File: config.mk
export PLATFORM = sky130hd
export DESIGN_NAME = mult_result_sequencer
export DESIGN_NICKNAME = d
export VERILOG_FILES = /design/src/rtl/mult_result_sequencer_pkg.sv /design/src/rtl/mult_result_sequencer_sync_fifo.sv /design/src/rtl/mult_result_sequencer.sv
export SDC_FILE = /design/constraint.sdc
export NUM_CORES = 1
export LEC_CHECK = 0
export BUFFER_PORTS_ARGS = -buffer_cell sky130_fd_sc_hd__clkbuf_2
export CELL_PAD_IN_SITES_DETAIL_PLACEMENT = 1
export CELL_PAD_IN_SITES_GLOBAL_PLACEMENT = 1
export CORE_MARGIN = 5
export CORE_UTILIZATION = 47
export CTS_CLUSTER_DIAMETER = 30
export DETAILED_ROUTE_END_ITERATION = 7
export PLACE_DENSITY_LB_ADDON = 0.1
export SYNTH_ARGS = -nofsm -noshare
export SYNTH_HDL_FRONTEND = slang
export SYNTH_HIERARCHICAL = 1
export SYNTH_SLANG_ARGS = --single-unit
File: constraint.sdc
create_clock -name clk -period 3.2 [get_ports clk]
set_clock_uncertainty 0.2 [all_clocks]
set_input_delay 0.48 -clock clk [delete_from_list [all_inputs] [get_ports clk]]
set_output_delay 0.48 -clock clk [all_outputs]
set_load 0.05 [all_outputs]
File: src/rtl/mult_result_sequencer_pkg.sv
// Shared types and default widths for the multiplier result sequencer.
package mult_result_sequencer_pkg;

    typedef enum logic [1:0] {
        StIdle,
        StIssue,
        StWait
    } state_e;

    localparam int unsigned DefDataW   = 16;
    localparam int unsigned DefStepW   = 8;
    localparam int unsigned DefTimeout = 255;

endpackage

File: src/rtl/mult_result_sequencer_sync_fifo.sv
// Synchronous FIFO with occupancy count; head is presented combinationally and reads 0 when empty.
module mult_result_sequencer_sync_fifo #(
    parameter int unsigned WIDTH = 24,
    parameter int unsigned DEPTH = 4
) (
    input  logic                     clk,
    input  logic                     rst,
    input  logic                     push,
    input  logic [WIDTH-1:0]         wdata,
    input  logic                     pop,
    output logic [WIDTH-1:0]         rdata,
    output logic [$clog2(DEPTH):0]   count,
    output logic                     full,
    output logic                     empty
);

    localparam int unsigned PtrW = $clog2(DEPTH);
    localparam int unsigned CntW = PtrW + 1;

    logic [WIDTH-1:0] mem [DEPTH];
    logic [PtrW-1:0]  wr_ptr_q, rd_ptr_q;
    logic [CntW-1:0]  cnt_q;
    logic             do_push, do_pop;

    assign full    = (cnt_q == CntW'(DEPTH));
    assign empty   = (cnt_q == '0);
    assign do_push = push && !full;
    assign do_pop  = pop && !empty;
    assign count   = cnt_q;
    assign rdata   = empty ? '0 : mem[rd_ptr_q];

    // Power-of-two depth lets the pointers wrap by plain overflow.
    always_ff @(posedge clk or negedge rst) begin
        if (!rst) begin
            wr_ptr_q <= '0;
            rd_ptr_q <= '0;
            cnt_q    <= '0;
        end else begin
            if (do_push) wr_ptr_q <= wr_ptr_q + 1'b1;
            if (do_pop)  rd_ptr_q <= rd_ptr_q + 1'b1;
            cnt_q <= cnt_q + CntW'(do_push) - CntW'(do_pop);
        end
    end

    always_ff @(posedge clk) begin
        if (do_push) mem[wr_ptr_q] <= wdata;
    end

endmodule

File: src/rtl/mult_result_sequencer.sv
// Issues multiplier starts, queues {product, step} results and optionally accumulates them.
// Optional accumulator enabled by defining MULT_SEQ_ACCUM_EN.
module mult_result_sequencer
    import mult_result_sequencer_pkg::*;
#(
    parameter int unsigned DATA_W  = DefDataW,
    parameter int unsigned STEP_W  = DefStepW,
    parameter int unsigned DEPTH   = 4,
    parameter int unsigned ACC_W   = 24,
    parameter int unsigned TIMEOUT = DefTimeout
) (
    input  logic                    clk,
    input  logic                    rst,
    input  logic                    run,
    output logic                    start,
    input  logic                    done,
    input  logic [DATA_W-1:0]       data_in,
    input  logic [STEP_W-1:0]       step_in,
    output logic                    m_valid,
    input  logic                    m_ready,
    output logic [DATA_W-1:0]       m_data,
    output logic [STEP_W-1:0]       m_step,
    output logic [$clog2(DEPTH):0]  count,
    output logic [ACC_W-1:0]        acc,
    output logic                    acc_ovf,
    input  logic                    acc_clr,
    output logic                    err_timeout
);

    localparam int unsigned CntW = $clog2(DEPTH) + 1;
    localparam int unsigned WdW  = $clog2(TIMEOUT + 1);
    localparam int unsigned EntW = DATA_W + STEP_W;

    state_e          state_q, state_d;
    logic [WdW-1:0]  wd_q, wd_d;
    logic            err_q, err_d;
    logic            push, pop, empty, unused_full;
    logic [EntW-1:0] head;

    assign pop         = m_valid && m_ready;
    assign m_valid     = !empty;
    assign m_data      = head[EntW-1:STEP_W];
    assign m_step      = head[STEP_W-1:0];
    assign err_timeout = err_q;

    always_ff @(posedge clk or negedge rst) begin
        if (!rst) begin
            state_q <= StIdle;
            wd_q    <= '0;
            err_q   <= 1'b0;
        end else begin
            state_q <= state_d;
            wd_q    <= wd_d;
            err_q   <= err_d;
        end
    end

    always_comb begin
        state_d = state_q;
        wd_d    = wd_q;
        err_d   = err_q;
        push    = 1'b0;
        start   = 1'b0;
        unique case (state_q)
            // A slot freed by this cycle's pop may be reserved immediately.
            StIdle: begin
                if (run && !err_q && ((count - CntW'(pop)) < CntW'(DEPTH))) state_d = StIssue;
            end
            StIssue: begin
                start   = 1'b1;
                wd_d    = '0;
                state_d = StWait;
            end
            StWait: begin
                if (done) begin
                    push    = 1'b1;
                    state_d = StIdle;
                end else if (wd_q == WdW'(TIMEOUT - 1)) begin
                    err_d   = 1'b1;
                    state_d = StIdle;
                end else begin
                    wd_d = wd_q + 1'b1;
                end
            end
            default: state_d = StIdle;
        endcase
    end

    mult_result_sequencer_sync_fifo #(
        .WIDTH (EntW),
        .DEPTH (DEPTH)
    ) u_fifo (
        .clk   (clk),
        .rst   (rst),
        .push  (push),
        .wdata ({data_in, step_in}),
        .pop   (pop),
        .rdata (head),
        .count (count),
        .full  (unused_full),
        .empty (empty)
    );

`ifdef MULT_SEQ_ACCUM_EN
    logic [ACC_W-1:0] acc_q;
    logic             ovf_q;
    logic [ACC_W:0]   acc_sum;

    assign acc_sum = {1'b0, acc_q} + (ACC_W + 1)'(data_in);

    // A clear coinciding with a push restarts the sum from the new product.
    always_ff @(posedge clk or negedge rst) begin
        if (!rst) begin
            acc_q <= '0;
            ovf_q <= 1'b0;
        end else if (push) begin
            if (acc_clr) begin
                acc_q <= ACC_W'(data_in);
                ovf_q <= 1'b0;
            end else begin
                acc_q <= acc_sum[ACC_W-1:0];
                ovf_q <= ovf_q | acc_sum[ACC_W];
            end
        end else if (acc_clr) begin
            acc_q <= '0;
            ovf_q <= 1'b0;
        end
    end

    assign acc     = acc_q;
    assign acc_ovf = ovf_q;
`else
    logic unused_acc_clr;
    assign unused_acc_clr = acc_clr;
    assign acc            = '0;
    assign acc_ovf        = 1'b0;
`endif

endmodule

==> flow_metrics.py <==
metrics = {
    "final_layout": {
        "area.growth.synth_to_final_pct": 23.0,
        "layout_cell_share_with_drive_strength_beyond_1_pct": 33.2,
        "filler_cell_count": 955,
        "diodes": 0,
        "num-nets-final": 416,
        "fin_util_pct": 59.0,
    },
    "power": {
        "internal_power_mw": 3.60,
        "total_switching_power_mw": 2.31,
        "sequentialPowerShare_pct": 32.9,
        "power.combinational.fraction_pct": 38.4,
        "share_clk_of_total_power_pct": 28.7,
        "leakage_power_summed_over_all_cells_nw": 2.36,
        "max-vdd-ir-drop_mv": 0.516,
        "power_switching_share_pct": 39.1,
        "power_density_mw_per_mm2": 975,
    },
    "synthesis": {
        "synth_async_sr_flop_share_pct": 15.8,
        "netlist_instances": 278,
        "synth_edf_count": 96,
        "synthesis.area_per_instance_sq_um": 17.7,
        "synthesis.area_sq_mm": 0.00493,
        "synth-warning-count": 6,
        "synth.yosys.seq_area_share_pct": 67.6,
        "synth.lib_cells_used.distinct": 44,
        "synth_seq_cells": 114,
        "synth-main-ff-cell": "sky130_fd_sc_hd__edfxtp_1",
    },
    "clock_tree": {
        "cts.clk_slew.worst_paths_ps": 50,
        "clk_root_buffer_cell": "sky130_fd_sc_hd__clkbuf_8",
        "clock-sinks": 114,
        "cts_max_level": 4,
        "clock_latency_ps": 500,
        "clock_tree_from_tritoncts": "done",
        "cts-buffers-inserted": 17,
        "clk_path_buf_depth": 2,
    },
    "setup_path": {
        "critical_path_class": "reg2out",
        "rr_startpoint": "u_fifo/count[2]",
        "critical_path.startpoint": "u_fifo/rd_ptr_q[0]",
        "path_depth": 4,
        "r2r_setup_slack_ps": 710,
        "cp_cell_sequence": "buf_12 > mux4_2 > nor2b_1 > clkbuf_2",
        "worst-endpoint-arrival_ps": 2350,
        "family_with_the_most_delay_on_the_worst_path": "flip-flops",
        "cp_slowest_stage_delay_ps": 690,
        "critical_register_to_register_path_endpoint": "u_fifo/count[2]",
        "cp_slowest_cell": "sky130_fd_sc_hd__dfrtp_2",
        "cp_max_fanout": 14,
        "cp.required_ps": 2520,
        "cp_num_buf_inv": 2,
        "cp-start-kind": "flop",
        "worstSetupEndpointType": "output pin",
        "worst_setup_path_endpoint": "m_step[1]",
        "reg2regPathDepth": 9,
    },
    "timing": {
        "setup_viol": 0,
        "final_hold_slack_ps": 18.3,
        "layout_worst_path_cycle_share_pct": 94.5,
        "final.min_clock_period_ps": 3030,
        "rsz0062_at_grt": "false",
        "finalMaxSlewViolations": 0,
        "finalHoldViolations": 0,
        "max_freq_mhz": 331,
        "slew-limit-headroom_pct": 51.2,
        "setup_tns_ps": 0,
        "max_slew.worst_pin.slew_ps": 729,
    },
    "placed_design": {
        "place.gp.congestion": 0.735,
        "dp.final_hpwl_um": 5880,
        "port_buffers": 58,
    },
    "status": {
        "run_status": "finished, final reports clean",
    },
    "global_routing": {
        "grt.total_usage_pct": 16.2,
        "grt_pass1_wl_um": 15400,
        "grt_overflow_total": 0,
        "first_global_vias": 2887,
        "grt_max_degree": 27,
        "initial_antenna_violation_count": 0,
    },
    "routing": {
        "postRouteAntennaNets": 0,
        "number_of_detailed_routing_iterations_run_before_antenna_repair": 4,
        "dr.first_iter.drc_count": 145,
        "drt-wirelength-per-cell_um": 18.1,
        "drc": 0,
        "drt_wl_total_um": 9490,
        "num_vias": 2599,
        "post_drt_via_cell_ratio": 4.95,
    },
    "die": {
        "initial_utilization_pct": 48.0,
        "core_area_sq_mm": 0.0103,
        "area_enclosed_by_the_die_boundary_sq_mm": 0.0126,
        "design.portCount": 85,
        "height_of_the_die_um": 112,
        "floorplan.rows": 37,
        "die_width_um": 112,
    },
    "hold_path": {
        "tightest_hold_check_type": "in2reg",
    },
    "job": {
        "max_cap_violations": 0,
    },
}
stage by stage:
stage | instances | cell area, sq um | power, mW | setup slack (ps)
final | 525 | 6070 | 5.91 | 174
after global routing | 525 | 6070 | 6.23 | 14.6
after CTS | 524 | 6060 | 5.99 | 98.2
after detailed placement | 470 | 5290 | 4.25 | 547
after global placement | 470 | 5290 | 4.21 | 601
after floorplan | 302 | 5020 | 3.80 | 109
synth_stat cells, types with 2 or more instances:
library cell / instances / area share [%]
sky130_fd_sc_hd__o211ai_1: 2 / 0.30
sky130_fd_sc_hd__buf_12: 2 / 0.81
sky130_fd_sc_hd__buf_6: 2 / 0.46
sky130_fd_sc_hd__xnor2_1: 3 / 0.53
sky130_fd_sc_hd__buf_4: 26 / 4.0
sky130_fd_sc_hd__and2_1: 4 / 0.51
sky130_fd_sc_hd__ha_1: 8 / 2.0
sky130_fd_sc_hd__nor2b_1: 26 / 3.3
sky130_fd_sc_hd__edfxtp_1: 96 / 58
sky130_fd_sc_hd__buf_2: 4 / 0.41
sky130_fd_sc_hd__nand2_1: 10 / 0.76
sky130_fd_sc_hd__dfrtp_1: 18 / 9.1
sky130_fd_sc_hd__and3_1: 2 / 0.25
sky130_fd_sc_hd__xor2_1: 3 / 0.53
sky130_fd_sc_hd__mux4_2: 24 / 11
sky130_fd_sc_hd__mux2i_1: 6 / 1.2
sky130_fd_sc_hd__inv_1: 11 / 0.84
sky130_fd_sc_hd__nand4_1: 2 / 0.25
sky130_fd_sc_hd__nor3b_2: 2 / 0.51
sky130_fd_sc_hd__and4_1: 2 / 0.36
sky130_fd_sc_hd__nand2b_1: 2 / 0.25
how the worst min path moves through the flow:
| stage | startpoint | to | slack [ps] | depth (start not counted) |
|---|---|---|---|---|
| after floorplan | rst | err_timeout | -20 | 0 |
| after global placement | err_timeout | state_q[0] | 260 | 1 |
| after detailed placement | rst | wd_q[5] | 260 | 1 |
| after CTS | step_in[4] | u_fifo/mem[1][4] | 0.3 | 1 |
| after global routing | step_in[1] | u_fifo/mem[3][1] | 2 | 1 |
| final | data_in[4] | u_fifo/mem[0][12] | 20 | 1 |
cell usage in the layout, fill, tap and decap left out, types with 3 or more instances in the layout:
| cell | count |
|---|---|
| sky130_fd_sc_hd__edfxtp_1 | 96 |
| sky130_fd_sc_hd__clkbuf_2 | 58 |
| sky130_fd_sc_hd__nor2b_1 | 26 |
| sky130_fd_sc_hd__conb_1 | 25 |
| sky130_fd_sc_hd__dlygate4sd3_1 | 24 |
| sky130_fd_sc_hd__mux4_2 | 24 |
| sky130_fd_sc_hd__dfrtp_1 | 17 |
| sky130_fd_sc_hd__clkbuf_16 | 16 |
| sky130_fd_sc_hd__inv_1 | 11 |
| sky130_fd_sc_hd__nand2_1 | 10 |
| sky130_fd_sc_hd__ha_1 | 8 |
| sky130_fd_sc_hd__buf_4 | 8 |
| sky130_fd_sc_hd__mux2i_1 | 6 |
| sky130_fd_sc_hd__clkinv_1 | 4 |
| sky130_fd_sc_hd__clkinvlp_4 | 4 |
| sky130_fd_sc_hd__and2_1 | 4 |
| sky130_fd_sc_hd__xor2_1 | 3 |
| sky130_fd_sc_hd__clkinv_2 | 3 |
| sky130_fd_sc_hd__xnor2_1 | 3 |
layer usage:
metal	track usage (%)	share of wire (%)
met1	21.0	44
met2	26.0	50
met3	5.12	5.6
met4	5.53	1.0
met5	0	0
power by group through the flow:
stage | Sequential [mW] | Clock (mW) | Combinational, mW
global placement | 1.97 | 0 | 2.25
CTS | 1.95 | 1.73 | 2.31
global route | 1.98 | 1.82 | 2.43
floorplan | 1.96 | 0 | 1.84
detailed placement | 1.98 | 0 | 2.28
finish | 1.95 | 1.70 | 2.27
area by class of cell:
cell class,count,area [sq um],area share (%)
clock buffer,18,418,6.89
sequential,114,3330,54.9
timing repair buffer,91,611,10.1
inverter,11,41.3,0.680
tap,136,170,2.80
clock inverter,13,120,1.98
multi-input combinational,142,1370,22.6
kinds of logic (layout without fill, tap and decap cells):
kind of cell	Yosys count	in the layout	synth area share, %
buffers and inverters	46	133	6.54
AOI/OAI and AO/OA	10	10	1.62
and+or+nand+nor	61	61	8.29
xor gates and xnor gates	6	6	1.07
DFF	114	114	67.6
other	1	25	0.0760
adders and majority gates	9	9	2.43
muxes	31	31	12.4
registers in the layout, indices dropped and copies added, names as in the netlist:
register and count:
err_timeout 1, state_q 2, u_fifo/count 3, u_fifo/mem 96, u_fifo/rd_ptr_q 2, u_fifo/wr_ptr_q 2, wd_q 8
repair_timing:
action	4_1_cts	5_1_grt
resized for setup	0	0
endpoints found under the hold margin	103	4
buffers inserted	0	0
hold buffers	23	1
No activity file was read; power rests on OpenSTA's default activity.
